**src/rtl/noc_pkg.sv**
```systemverilog
// Shared NoC router types and helpers.
// Used by the output arbiter and the crossbar input-side arbiter.
package noc_pkg;

  localparam int NUM_PORTS = 4;
  localparam int MAX_PORTS = 32;

  typedef enum logic [0:0] {
    ARB_IDLE   = 1'b0,
    ARB_LOCKED = 1'b1
  } arb_state_t;

  // Rotate a one-hot vector up by one, wrapping at bit n-1.
  function automatic logic [MAX_PORTS-1:0] rr_rotate_next(
    input logic [MAX_PORTS-1:0] onehot,
    input int                   n
  );
    logic [MAX_PORTS-1:0] r;
    r = '0;
    for (int i = 0; i < MAX_PORTS; i++) begin
      if (i < n && onehot[i]) begin
        if (i == n - 1) r[0] = 1'b1;
        else            r[i+1] = 1'b1;
      end
    end
    return r;
  endfunction

endpackage

```
**src/rtl/rr_output_arbiter_if.sv**
```systemverilog
// Request/grant bundle between input buffers and the output arbiter.
// master: input-buffer side, slave: arbiter side.
interface rr_output_arbiter_if #(
  parameter int N = 4
) ();

  logic [N-1:0] req_i;
  logic [N-1:0] tail_i;
  logic         out_ready_i;
  logic [N-1:0] gnt_o;
  logic         out_valid_o;
  logic         locked_o;
  logic [N-1:0] priority_order_o;
  logic         timeout_o;

  modport master (
    output req_i, tail_i, out_ready_i,
    input  gnt_o, out_valid_o, locked_o,
    input  priority_order_o, timeout_o
  );

  modport slave (
    input  req_i, tail_i, out_ready_i,
    output gnt_o, out_valid_o, locked_o,
    output priority_order_o, timeout_o
  );

endinterface

```
**src/rtl/rr_pick.sv**
```systemverilog
// One-hot circular priority picker: first set req bit at or above prio,
// wrapping to bit 0. Shared with the crossbar input-side arbiter.
module rr_pick #(
  parameter int N = 4
) (
  input  logic [N-1:0] req,
  input  logic [N-1:0] prio,
  output logic [N-1:0] gnt
);

  logic [2*N-1:0] dbl;
  logic [2*N-1:0] low;

  // Lower copy masked below prio, upper copy gives the wrapped scan.
  assign dbl = {req, req} & ~({{N{1'b0}}, prio} - 1'b1);
  assign low = dbl & (~dbl + 1'b1);
  assign gnt = low[N-1:0] | low[2*N-1:N];

endmodule

```
**src/rtl/rr_output_arbiter.sv**
```systemverilog
// Packet-granular round-robin arbiter for one NoC router output link.
// Optional stall watchdog: define RR_ARB_WATCHDOG_EN.
module rr_output_arbiter #(
  parameter int NUM_PORTS      = noc_pkg::NUM_PORTS,
  parameter int TIMEOUT_CYCLES = 16
) (
  input  logic                clk,
  input  logic                reset,
  rr_output_arbiter_if.slave  bus
);

  import noc_pkg::*;

  if (NUM_PORTS < 2 || NUM_PORTS > MAX_PORTS ||
      TIMEOUT_CYCLES < 2) begin : g_bad_cfg
    $error("rr_output_arbiter: bad parameters");
  end

  arb_state_t           state_q, state_d;
  logic [NUM_PORTS-1:0] gnt_q, gnt_d;
  logic [NUM_PORTS-1:0] prio_q, prio_d;
  logic [NUM_PORTS-1:0] prio_rot;
  logic [NUM_PORTS-1:0] pick_prio;
  logic [NUM_PORTS-1:0] pick_gnt;
  logic                 xfer, done, expire, rel;

  assign xfer = (|(gnt_q & bus.req_i)) & bus.out_ready_i;
  assign done = xfer & (|(gnt_q & bus.tail_i));
  assign rel  = (state_q == ARB_LOCKED) & (done | expire);

  assign prio_rot =
    NUM_PORTS'(rr_rotate_next(MAX_PORTS'(gnt_q), NUM_PORTS));
  // On release the old winner lands at lowest priority.
  assign pick_prio = rel ? prio_rot : prio_q;

  rr_pick #(.N(NUM_PORTS)) u_pick (
    .req  (bus.req_i),
    .prio (pick_prio),
    .gnt  (pick_gnt)
  );

  always_comb begin
    state_d = state_q;
    gnt_d   = gnt_q;
    prio_d  = prio_q;
    unique case (1'b1)
      (state_q == ARB_IDLE): begin
        if (|bus.req_i) begin
          gnt_d   = pick_gnt;
          state_d = ARB_LOCKED;
        end
      end
      rel: begin
        prio_d  = prio_rot;
        gnt_d   = pick_gnt;
        state_d = (|pick_gnt) ? ARB_LOCKED : ARB_IDLE;
      end
      default: ;
    endcase
  end

  always_ff @(posedge clk or negedge reset) begin
    if (!reset) begin
      state_q <= ARB_IDLE;
      gnt_q   <= '0;
      prio_q  <= NUM_PORTS'(1);
    end else begin
      state_q <= state_d;
      gnt_q   <= gnt_d;
      prio_q  <= prio_d;
    end
  end

`ifdef RR_ARB_WATCHDOG_EN
  localparam int CW = $clog2(TIMEOUT_CYCLES);

  logic [CW-1:0] cnt_q, cnt_d;
  logic          tmo_q;

  always_comb begin
    cnt_d  = '0;
    expire = 1'b0;
    if (state_q == ARB_LOCKED && !xfer) begin
      if (cnt_q == CW'(TIMEOUT_CYCLES - 1)) expire = 1'b1;
      else                                  cnt_d  = cnt_q + 1'b1;
    end
  end

  always_ff @(posedge clk or negedge reset) begin
    if (!reset) begin
      cnt_q <= '0;
      tmo_q <= 1'b0;
    end else begin
      cnt_q <= cnt_d;
      tmo_q <= expire;
    end
  end

  assign bus.timeout_o = tmo_q;
`else
  assign expire        = 1'b0;
  assign bus.timeout_o = 1'b0;
`endif

  assign bus.gnt_o            = gnt_q;
  assign bus.out_valid_o      = |(gnt_q & bus.req_i);
  assign bus.locked_o         = (state_q == ARB_LOCKED);
  assign bus.priority_order_o = prio_q;

endmodule

```
**src/flat_wrapper.sv**
```systemverilog
// flat-port wrapper written by rule: the top's interface ports become plain ports
module rr_output_arbiter_flat import noc_pkg::*;
#(
  parameter int NUM_PORTS      = noc_pkg::NUM_PORTS,
  parameter int TIMEOUT_CYCLES = 16
)
  (clk, reset, bus_req_i, bus_tail_i, bus_out_ready_i, bus_gnt_o, bus_out_valid_o, bus_locked_o, bus_priority_order_o, bus_timeout_o);
  rr_output_arbiter_if #(.N(4)) bus_i ();
  input  logic clk;
  input  logic reset;
  input wire logic [$bits(bus_i.req_i)-1:0] bus_req_i;
  input wire logic [$bits(bus_i.tail_i)-1:0] bus_tail_i;
  input wire logic [$bits(bus_i.out_ready_i)-1:0] bus_out_ready_i;
  output wire logic [$bits(bus_i.gnt_o)-1:0] bus_gnt_o;
  output wire logic [$bits(bus_i.out_valid_o)-1:0] bus_out_valid_o;
  output wire logic [$bits(bus_i.locked_o)-1:0] bus_locked_o;
  output wire logic [$bits(bus_i.priority_order_o)-1:0] bus_priority_order_o;
  output wire logic [$bits(bus_i.timeout_o)-1:0] bus_timeout_o;
  assign bus_i.req_i = bus_req_i;
  assign bus_i.tail_i = bus_tail_i;
  assign bus_i.out_ready_i = bus_out_ready_i;
  assign bus_gnt_o = bus_i.gnt_o;
  assign bus_out_valid_o = bus_i.out_valid_o;
  assign bus_locked_o = bus_i.locked_o;
  assign bus_priority_order_o = bus_i.priority_order_o;
  assign bus_timeout_o = bus_i.timeout_o;
  rr_output_arbiter #(.NUM_PORTS(NUM_PORTS), .TIMEOUT_CYCLES(TIMEOUT_CYCLES)) u_core (.clk(clk), .reset(reset), .bus(bus_i));
endmodule
```
**config.mk**
```make
export PLATFORM = sky130hd
export DESIGN_NAME = rr_output_arbiter_flat
export DESIGN_NICKNAME = d
export VERILOG_FILES = /design/src/rtl/noc_pkg.sv /design/src/rtl/rr_output_arbiter_if.sv /design/src/rtl/rr_pick.sv /design/src/rtl/rr_output_arbiter.sv /design/src/flat_wrapper.sv
export SDC_FILE = /design/constraint.sdc
export NUM_CORES = 1
export LEC_CHECK = 0
export ABC_CLOCK_PERIOD_IN_PS = 5100
export CORE_MARGIN = 1
export CORE_UTILIZATION = 40
export CTS_CLUSTER_DIAMETER = 40
export DETAILED_ROUTE_END_ITERATION = 7
export PLACE_DENSITY = 0.66
export SLEW_MARGIN = 20
export SYNTH_ARGS = -nofsm -noshare
export SYNTH_HDL_FRONTEND = slang
export SYNTH_SLANG_ARGS = --single-unit
```
**constraint.sdc**
```tcl
create_clock -name clk -period 5.1 [get_ports clk]
set_input_delay 1.02 -clock clk [delete_from_list [all_inputs] [get_ports clk]]
set_output_delay 1.02 -clock clk [all_outputs]
set_load 0.01 [all_outputs]
```
### After elaboration in Yosys (flattened, before gate mapping)

Cells that the tools add are included.

| cells by class | value |
|---|---|
| bitwise logic cells | 11 |
| divide/modulo/power cells | 0 |
| add/sub/neg operators | 2 |
| eq/ne operators | 1 |
| shift operators | 0 |
| multiply operators | 0 |
| order comparisons | 0 |
| reduce and logical (&&, ||, !) cells | 6 |
| multiplexer cells | 12 |

Operators with widths:

| operator | count |
|---|---|
| $and 8x8->8 | 2 |
| $not 8->8 | 2 |
| $reduce_or 4->1 | 4 |
| $mux 4 | 3 |
| $add 8x1->8 const B | 1 |
| $and 4x4->4 | 2 |
| $pmux 4 s2 | 1 |
| $mux 1 | 7 |
| $sub 4x1->5 const B | 1 |
| $or 4x4->4 | 1 |
| $and 1x1->1 | 3 |
| $ne 3x2->1 const B | 1 |
| $pmux 1 s2 | 1 |
| $reduce_and 2->1 | 1 |
| $reduce_bool 2->1 | 1 |
| $not 1->1 | 1 |

| storage, ports and cells | value |
|---|---|
| logic and storage cells | 35 |
| memories kept | 0 |
| bits in registers | 9 |
| input port bits | 11 |
| memory bits (read-only) | 0 |
| output and inout port bits | 11 |
| bits in latches | 0 |
| bits in writable memories | 0 |

### Longest topological paths before layout

Gate-level depths: netlist (run 1).

| logic depth | value |
|---|---|
| depth in word-level cells | 16 |
| depth in mapped cells | 14 |
| mapped depth without buffers | 13 |

### Cells and area by module

A second synthesis (run 1) with hierarchy kept.

| second synthesis, totals | value |
|---|---|
| cells, all modules | 59 |
| area total of the unflattened synthesis | 611.8 sq um |

Modules (own cells, without submodules):

| module | times used | cells an instance | area an instance (sq um) | seq. area each (sq um) |
|---|---|---|---|---|
| rr_output_arbiter | 1 | 33 | 435.4 | 226.5 |
| rr_pick | 1 | 26 | 176.4 | 0.0 |

### Least setup slack after synthesis (run 1)

No wires, ideal clock.

| timing path | value |
|---|---|
| path kind | input -> register |
| from | in bus_req_i[3] |
| to | reg u_core.state_q (netlist: u_core.bus.locked_o) |
| slack | 1.749 ns |
| buffers on the path | 1 |
| arrival | 3.221 ns |
| library setup time | 0.131 ns |
| stages | 13 |
| data required time | 4.969 ns |
| cells stage by stage | buf_2 > a22oi_2 > a221oi_4 > nand2_4 > mux2_4 > inv_1 > ha_1 > inv_1 > o311ai_0 > mux2_4 > o21ba_1 > o2bb2ai_1 > a31oi_1 |

| on the way | value |
|---|---|
| longest elaborated chain between the ends | 16 |
| elaborated cells between the ends (all ways) | 20 |
| classes of those cells | add/sub: 2; mux: 5; bitwise: 9; reduce/logical: 4 |

Ends and longest elaborated chain:

| element | RTL line | RTL |
|---|---|---|
| start: declaration | flat_wrapper.sv:11 | `input wire logic [$bits(bus_i.req_i)-1:0] bus_req_i;` |
| $and 4x4->4 (*) | rr_output_arbiter.sv:27 | `assign xfer = (\|(gnt_q & bus.req_i)) & bus.out_ready_i;` |
| $reduce_or 4->1 (*) | rr_output_arbiter.sv:27 |  |
| $and 1x1->1 (*) | rr_output_arbiter.sv:27 |  |
| $and 1x1->1 (*) | rr_output_arbiter.sv:28 | `assign done = xfer & (\|(gnt_q & bus.tail_i));` |
| $and 1x1->1 (*) | rr_output_arbiter.sv:29 | `assign rel = (state_q == ARB_LOCKED) & (done \| expire);` |
| $mux 4 (*) | rr_output_arbiter.sv:34 | `assign pick_prio = rel ? prio_rot : prio_q;` |
| named net u_core.pick_prio[0] | rr_output_arbiter.sv:23 | `logic [NUM_PORTS-1:0] pick_prio;` |
| $sub 4x1->5 (*) | rr_pick.sv:15 | `assign dbl = {req, req} & ~({{N{1'b0}}, prio} - 1'b1);` |
| $not 8->8 (*) | rr_pick.sv:15 |  |
| $and 8x8->8 (*) | rr_pick.sv:15 |  |
| $not 8->8 | rr_pick.sv:16 | `assign low = dbl & (~dbl + 1'b1);` |
| $add 8x1->8 | rr_pick.sv:16 |  |
| $and 8x8->8 (*) | rr_pick.sv:16 |  |
| $or 4x4->4 (*) | rr_pick.sv:17 | `assign gnt = low[N-1:0] \| low[2*N-1:N];` |
| $reduce_or 4->1 (*) | rr_output_arbiter.sv:56 | `state_d = (\|pick_gnt) ? ARB_LOCKED : ARB_IDLE;` |
| $mux 1 (*) | rr_output_arbiter.sv:56 |  |
| $pmux 1 s2 (*) | rr_output_arbiter.sv:46 | `unique case (1'b1)` |
| end signal: assignment | rr_output_arbiter.sv:68 | `state_q <= state_d;` |
| end: declaration | rr_output_arbiter.sv:19 | `arb_state_t state_q, state_d;` |

Mark *: on every way through the listed nets, which the timed path passes. The rest lies on a longest branch. The select of a mux whose other input is x is not followed.
A chain may end at the register's enable or synchronous reset.

### Worst setup path after layout (run 1)

Same ends and word-level chain as after synthesis.

==> metrics.cfg, run 1 <==
[status]
outcome=completed

[setup_path]
crit_required_ns=5.24
worstPathArrival_ns=4.10
worstSetupStartpointType=primary input
end_kind=flip-flop
reg2reg_slack_ns=1.98
path_cells=clkdlybuf4s50_1 > a22oi_2 > a221oi_4 > nand2_4 > mux2_4 > inv_1 > ha_1 > inv_1 > o32a_1 > o21ai_0 > mux2_4 > nor4b_2 > a31oi_1 > a31oi_1
critPathMaxFanout=10
crit_slowest_cell=clkdlybuf4s50_1
worst-setup-path-type=primary input to flip-flop
max_stage_delay_ns=0.64

[clock_network]
cts_resized=0
cts_buffers=3
cts.sinks=9
cts_max_path_buffers=2
worstSkewPairLatency_ns=0.26
clockRootBuffer=clkbuf_4
tritoncts=yes
post_cts_buffers=0
cts_hold_buffers=0
clk_pin_slew_ns=0.06
htreeDepth=1

[sta]
clock.fmax_mhz=253
setup_ws_ns=1.15
setup_viol=0
rsz0062_at_grt=false
fin_crit_ns=3.95
hold_viol_final=0
tns_ns=0
fin_crit_sh_pct=77.5
tightest_slew_ns=0.580
worst_clock_skew_ns=0.000282
holdWs_ns=0.598
maxSlewHeadroom_pct=61.2
finalMaxSlewViolations=0

[logic_synthesis]
yosysTopAreaCellShare_pct=26.4
synth_seq_cells=9
synth.cell_area_sq_um=757
synth_top_flop_cell=dfrtp_1
async_reset_ff_share_pct=100
synthesis.nets=92
synth_cells=80
synth_edf_count=0
yosysWarnings=0
ys_types=39
yosysSeqAreaShare_pct=29.9
avgSynthCellArea_sq_um=9.46
synth.area.top_cells=dfrtp_1, a22oi_2, nand2_1, mux2_4, a221oi_4
synth_top_area_cell=dfrtp_1

[power]
leakage_nw=0.432
p_total_w=0.000143
combPwrFrac_pct=10.2
vdd_ir_drop_max_uv=148
p_int_w=0.000109
powerDensity_nw_per_um2=145
switching_share_pct=23.3
p_seq_share_pct=50.1
pwr-share-clk_pct=39.7
p_sw_w=0.0000332

[layout]
area_growth_pct=29.9
insertedDiodeCount=0
drive_above_1_share_pct=19.0
design_area_sq_um=983
mostFrequentLayoutCells=clkdlybuf4s50_1, nand2_1, dfrtp_1
nets=113
layout_commonest_cell=clkdlybuf4s50_1

[global_routing]
grt_usage_pct=21.1
grt_pass1_vias=612
grt_antenna_before_repair=0
grt_overflow_total=0
grt_pass1_wl_microns=3030
grt_start_max_net_pins=11

[drt]
first_iter_violations=28
postRouteAntennaNets=0
viasPerCell=5.46
vias=683
route.detailed.drc=0
wl_per_cell_microns=15.7
firstDrtPassIters=4
wl_microns=1970

[place]
dpl.hpwl_microns=1470
place.gp.congestion=0.848
place_ws_ns=0.911
dpl_cell_area_sq_um=957
portBuffers=20

[worst_hold_path]
hold_path_class=flip-flop to flip-flop

[floorplanning]
num_rows=15
fp.dieH_microns=45.5
initial_core_util_pct=43.4
die-width_microns=45.5
die_area_sq_um=2070
core_area_sq_um=1750
boundaryPins=22

[run]
drv_cap=0

## through the flow
step	std cells	utilization, %
after floorplan	80	-
after global placement	121	54.8
after detailed placement	121	54.8
after CTS	125	56.3
after global routing	125	56.3
final	125	56.3
## registers in the layout (all words and copies together) (netlist names)
name / count
u_core.bus.gnt_o: 4
u_core.bus.priority_order_o: 4
u_core.bus.locked_o: 1
## power by group through the flow
stage | sequential (W) | clock (W) | combinational [W]
2_1_floorplan | 0.0000727 | 0 | 0.00000368
3_3_place_gp | 0.0000727 | 0 | 0.0000143
3_5_place_dp | 0.0000727 | 0 | 0.0000146
4_1_cts | 0.0000714 | 0.0000587 | 0.0000145
5_1_grt | 0.0000714 | 0.0000605 | 0.0000154
6_report | 0.0000714 | 0.0000566 | 0.0000146
## Yosys cell counts (2+ instances only)
cell	number
a22oi_2	4
a31oi_1	2
buf_4	2
dfrtp_1	8
inv_1	5
mux2_2	2
mux2_4	2
nand2_1	12
nand3_1	5
nand3b_1	2
nor2_1	2
nor3_1	2
nor3b_1	2
o21ai_1	3
o31ai_1	2
or3_1	2
## critical path: cells and delay by family
| family | cells | cell delay (ns) |
|---|---|---|
| compound gates | 6 | 1.23 |
| simple gates | 2 | 0.22 |
| mux | 2 | 0.57 |
| buf+inv | 3 | 0.80 |
| fa+ha+maj | 1 | 0.24 |
## logic make-up after synthesis
kind of cell	after synthesis	share of synthesized area (%)
AND/OR/NAND/NOR	30	21.8
other	1	0.495
flip-flops	9	29.9
multiplexers	5	8.26
buffers and inverters	9	6.61
adder cells (fa/ha/maj)	1	1.65
AO/OA/AOI/OAI	24	30.1
XOR/XNOR	1	1.16
## cell type report
class | instances | area [sq um]
clock buffers | 4 | 26.3
fillers | 170 | 762
inverters | 5 | 18.8
multi-input cells | 62 | 480
flip-flops and latches | 9 | 226
well taps | 25 | 31.3
repair buffers | 20 | 200
## final timing paths
path	startpoint	end	cells past startpoint
max in group asynchronous	reset	u_core.bus.priority_order_o[0]$_DFF_PN1_	1
min in group asynchronous	reset	u_core.bus.priority_order_o[2]$_DFF_PN0_	1
worst min register to register	u_core.bus.priority_order_o[1]$_DFF_PN0_	u_core.bus.priority_order_o[1]$_DFF_PN0_	2
worst max-delay path	bus_req_i[3]	u_core.bus.locked_o$_DFFE_PN0P_	14
worst max register to register	u_core.bus.gnt_o[1]$_DFFE_PN0P_	u_core.bus.locked_o$_DFFE_PN0P_	13
worst min-delay path	u_core.bus.priority_order_o[1]$_DFF_PN0_	u_core.bus.priority_order_o[1]$_DFF_PN0_	2
## per-layer routing
| metal | vias up | GRT usage [%] | wire length, microns |
|---|---|---|---|
| li1 | 336 | - | - |
| met1 | 322 | 29.5 | 890 |
| met2 | 25 | 32.6 | 929 |
| met3 | 0 | 5.95 | 147 |
| met4 | 0 | 3.64 | 0 |
| met5 | - | 0 | 0 |
No activity file was read; power rests on OpenSTA's default activity.
==> inputs of run 2 (changes only) <==
- ABC_CLOCK_PERIOD_IN_PS: 5100 -> 3200
- PLACE_DENSITY: 0.66 -> 0.69
- clock period: 5.1 -> 3.2 ns (I/O delays scaled with it)
==> metrics.cfg, run 2 (synthesis results as in run 1) <==
[status]
outcome=completed

[drt]
postRouteAntennaNets=0
wl_per_cell_microns=14.9
route.detailed.drc=0
vias=733
viasPerCell=5.35
first_iter_violations=22
firstDrtPassIters=4
wl_microns=2040

[floorplanning]
core_area_sq_um=1750
fp.dieH_microns=45.5
initial_core_util_pct=43.4
boundaryPins=22
die-width_microns=45.5
die_area_sq_um=2070
num_rows=15

[place]
dpl.hpwl_microns=1540
place_ws_ns=-0.185
portBuffers=20
place.gp.congestion=0.918
dpl_cell_area_sq_um=1040
placed_cells=132

[setup_path]
reg2reg_slack_ns=0.36
critPathMaxFanout=4
crit_start=bus_req_i[2]
worstSetupStartpointType=primary input
worstRegToRegCells=12
crit_required_ns=3.36
r2r-start=u_core.bus.gnt_o[1]$_DFFE_PN0P_
worstPathArrival_ns=3.23
worst-setup-path-type=primary input to flip-flop
end_kind=flip-flop

[clock_network]
cts_buffers=3
cts_hold_buffers=0
tritoncts=yes
htreeDepth=1
clk_pin_slew_ns=0.06
clockRootBuffer=clkbuf_4
cts_max_path_buffers=2
cts.sinks=9
worstSkewPairLatency_ns=0.26

[run]
drv_cap=0

[sta]
tns_ns=0
fin_crit_ns=3.07
tightest_slew_ns=0.570
maxSlewHeadroom_pct=61.9
finalMaxSlewViolations=0
fin_crit_sh_pct=96.0
worst_clock_skew_ns=0.00185
setup_ws_ns=0.129
rsz0062_at_grt=false
hold_viol_final=0
setup_viol=0
clock.fmax_mhz=326

[layout]
design_area_sq_um=1110
instances_no_fill=137
area_growth_pct=46.8
drive_above_1_share_pct=31.3
insertedDiodeCount=0
nets=125
n_fill_cell=161
layout_commonest_cell=clkdlybuf4s50_1
mostFrequentLayoutCells=clkdlybuf4s50_1, nand2_1, buf_4

[global_routing]
grt_antenna_before_repair=0
grt_pass1_vias=654
grt_usage_pct=22.0
grt_pass1_wl_microns=3190
grt_start_max_net_pins=10
grt_overflow_total=0

[worst_hold_path]
hold_start=u_core.bus.priority_order_o[2]$_DFF_PN0_
hold_path_class=flip-flop to flip-flop
hold_depth=1

[power]
p_total_w=0.000228
powerDensity_nw_per_um2=206
leakage_nw=0.514
vdd_ir_drop_max_uv=300

## run 2: cell types whose count changed in the layout (fill, tap and decap cells not counted), sizes merged
cell           change
buf               +12
clkdlybuf4s50      -2
clkbuf             -1
dlymetal6s2s       +2
clkinv             +1
## run 2: cell type report
| class | instances | area (sq um) | area share, % |
|---|---|---|---|
| tap | 25 | 31.3 | 2.82 |
| clock inverter | 1 | 5.00 | 0.450 |
| clock buffer | 3 | 22.5 | 2.03 |
| sequential | 9 | 226 | 20.4 |
| inverter | 5 | 18.8 | 1.69 |
| timing repair buffer | 32 | 295 | 26.6 |
| multi-input combinational | 62 | 512 | 46.1 |
## run 2: what timing repair did
action	4_1_cts	5_1_grt
buffers inserted	0	1
resized for setup	0	9
setup endpoints to repair	0	5
## run 2: where the power goes
part / total, W / switching (W) / internal [W]
clock network: 0.0000874 / 0.0000412 / 0.0000462
logic: 0.0000272 / 0.0000119 / 0.0000153
registers: 0.000114 / 0 / 0.000114
## run 2: per-stage QoR
step | hold WS (ns) | utilization (%)
2_1_floorplan | 0.344 | -
3_3_place_gp | 0.637 | 59.6
3_5_place_dp | 0.637 | 59.6
4_1_cts | 0.653 | 61.1
5_1_grt | 0.683 | 63.7
6_report | 0.646 | 63.7
## run 2: worst max-delay path: stages
cell and delay (ns):
clkdlybuf4s50_1 0.49, a22oi_2 0.11, a221oi_4 0.33, nand2_4 0.11, mux2_4 0.32, inv_1 0.06
ha_2 0.18, buf_4 0.12, nand3_1 0.07, a22o_2 0.24, o211ai_4 0.13, o21ba_4 0.20
o31ai_1 0.22
## run 2: final timing paths
| path | to |
|---|---|
| setup reg to reg | u_core.bus.gnt_o[2]$_DFFE_PN0P_ |
| min in group asynchronous | u_core.bus.priority_order_o[2]$_DFF_PN0_ |
| hold reg to reg | u_core.bus.priority_order_o[2]$_DFF_PN0_ |
| max in group asynchronous | u_core.bus.priority_order_o[0]$_DFF_PN1_ |
| hold / removal | u_core.bus.priority_order_o[2]$_DFF_PN0_ |
| setup / recovery | u_core.bus.gnt_o[2]$_DFFE_PN0P_ |
## run 2: layer usage
| metal | share of wire (%) | wire (microns) | up-vias | GRT usage (%) |
|---|---|---|---|---|
| met5 | 0 | 0 | - | 0 |
| met4 | 0 | 0 | 0 | 1.82 |
| met3 | 4.3 | 87 | 0 | 4.76 |
| met2 | 48 | 977 | 23 | 32.6 |
| met1 | 48 | 970 | 348 | 33.7 |
| li1 | - | - | 362 | - |
==> inputs of run 3 (changes only) <==
- CTS_BUF_LIST: default -> sky130_fd_sc_hd__clkbuf_8 sky130_fd_sc_hd__clkbuf_16
==> metrics.cfg, run 3 (synthesis results as in run 1) <==
[power]
leakage_nw=0.551
powerDensity_nw_per_um2=237
vdd_ir_drop_max_uv=436

[sta]
worst_clock_skew_ns=0.00213
tns_ns=0
finalMaxSlewViolations=0
hold_viol_final=0
rsz0062_at_grt=false
clock.fmax_mhz=325
fin_crit_ns=3.08
tightest_slew_ns=0.577
setup_viol=0
fin_crit_sh_pct=96.3
maxSlewHeadroom_pct=61.5

[floorplanning]
die_area_sq_um=2070
initial_core_util_pct=43.4
die-width_microns=45.5
fp.dieH_microns=45.5
num_rows=15
core_area_sq_um=1750
boundaryPins=22

[drt]
route.detailed.drc=0
firstDrtPassIters=4
vias=724
wl_per_cell_microns=14.7
viasPerCell=5.28
wl_microns=2020
first_iter_violations=20
postRouteAntennaNets=0

[worst_hold_path]
holdPathEnd=u_core.bus.gnt_o[0]$_DFFE_PN0P_
hold_depth=2
hold_start=u_core.bus.gnt_o[0]$_DFFE_PN0P_
hold_path_class=flip-flop to flip-flop

[setup_path]
crit_slowest_cell=clkdlybuf4s50_1
max_stage_delay_ns=0.49
path_cells=clkdlybuf4s50_1 > a22oi_2 > a221oi_4 > nand2_4 > mux2_4 > inv_1 > ha_4 > buf_6 > nand3_1 > a22o_2 > o211ai_4 > o21ba_4 > o31ai_1
r2r-start=u_core.bus.gnt_o[2]$_DFFE_PN0P_
worstRegToRegCells=12
worstSetupStartpointType=primary input
crit_required_ns=3.33
r2r-end=u_core.bus.gnt_o[2]$_DFFE_PN0P_
critPathMaxFanout=4
worstPathArrival_ns=3.21
end_kind=flip-flop
reg2reg_slack_ns=0.36
worst-setup-path-type=primary input to flip-flop

[global_routing]
grt_antenna_before_repair=0
grt_overflow_total=0
grt_pass1_wl_microns=3140
grt_start_max_net_pins=10
grt_pass1_vias=649
grt_usage_pct=21.9

[clock_network]
htreeDepth=1
cts_buffers=3
tritoncts=yes
clockRootBuffer=clkbuf_8
worstSkewPairLatency_ns=0.23
cts_max_path_buffers=2
cts.sinks=9
clk_pin_slew_ns=0.05

[layout]
mostFrequentLayoutCells=clkdlybuf4s50_1, nand2_1, buf_4
area_growth_pct=52.1
final_core_util_pct=65.9
layout_commonest_cell=clkdlybuf4s50_1
nets=125
design_area_sq_um=1150
insertedDiodeCount=0
drive_above_1_share_pct=32.1

[run]
drv_cap=0

[status]
outcome=completed

[place]
dpl.hpwl_microns=1540
portBuffers=20
place.gp.congestion=0.918
dpl_cell_area_sq_um=1040

run 3: changes by cell type in the layout (fill, tap and decap cells not counted):
cell	before	now
ha_2	1	0
inv_2	0	1
clkbuf_4	3	0
clkdlybuf4s50_1	18	15
dlymetal6s2s_1	2	5
buf_6	0	1
clkbuf_8	0	3
inv_1	5	4
buf_4	12	11
ha_4	0	1
run 3: power breakdown:
group / total [W] / internal, W / switching [W]
Sequential: 0.000114 / 0.000114 / 0
Combinational: 0.0000268 / 0.0000147 / 0.0000121
Clock: 0.000132 / 0.0000850 / 0.0000466
run 3: metrics by stage:
stage / hold WS [ns] / worst slack, ns / total power (W) / instances
floorplan: 0.344 / 0.229 / 0.000122 / 80
global placement: 0.637 / -0.180 / 0.000142 / 132
detailed placement: 0.637 / -0.185 / 0.000143 / 132
CTS: 0.649 / 0.0447 / 0.000276 / 136
global route: 0.678 / 0.0154 / 0.000286 / 137
finish: 0.652 / 0.119 / 0.000273 / 137
run 3: area by class of cell:
| class | instances | area [sq um] |
|---|---|---|
| Fill cell | 150 | 594 |
| Multi-Input combinational cell | 62 | 522 |
| Timing Repair Buffer | 32 | 307 |
| Sequential cell | 9 | 226 |
| Clock buffer | 3 | 41.3 |
| Tap cell | 25 | 31.3 |
| Inverter | 5 | 18.8 |
| Clock inverter | 1 | 5.00 |
run 3: worst max-delay path by stage:
stage,cells after the start,slack (ns),end,start
finish,13,0.12,u_core.bus.gnt_o[2]$_DFFE_PN0P_,bus_tail_i[2]
CTS,13,0.04,u_core.bus.locked_o$_DFFE_PN0P_,bus_req_i[3]
detailed placement,14,-0.19,u_core.bus.locked_o$_DFFE_PN0P_,bus_req_i[3]
floorplan,13,0.23,u_core.bus.locked_o$_DFFE_PN0P_,bus_req_i[3]
global placement,13,-0.18,u_core.bus.locked_o$_DFFE_PN0P_,bus_req_i[3]
global route,14,0.02,u_core.bus.locked_o$_DFFE_PN0P_,bus_tail_i[1]
run 3: metal layers:
layer  track usage, %  wire [microns]  up-vias
met5                0               0        -
met4             1.82               0        0
met1             34.0             978      341
met2             31.1             917       23
li1                 -               -      360
met3             5.95             123        0
run 3: what timing repair did:
action,4_1_cts,5_1_grt
resized for setup,0,15
endpoints found under the setup margin,0,5
hold buffers,0,0
buffers inserted,0,1
run 3: worst max-delay path: cells and delay by family:
kind | cells | cell delay (ns)
adder cells (fa/ha/maj) | 1 | 0.15
AND/OR/NAND/NOR | 2 | 0.18
multiplexers | 1 | 0.32
buffers and inverters | 3 | 0.69
AO/OA/AOI/OAI | 6 | 1.22
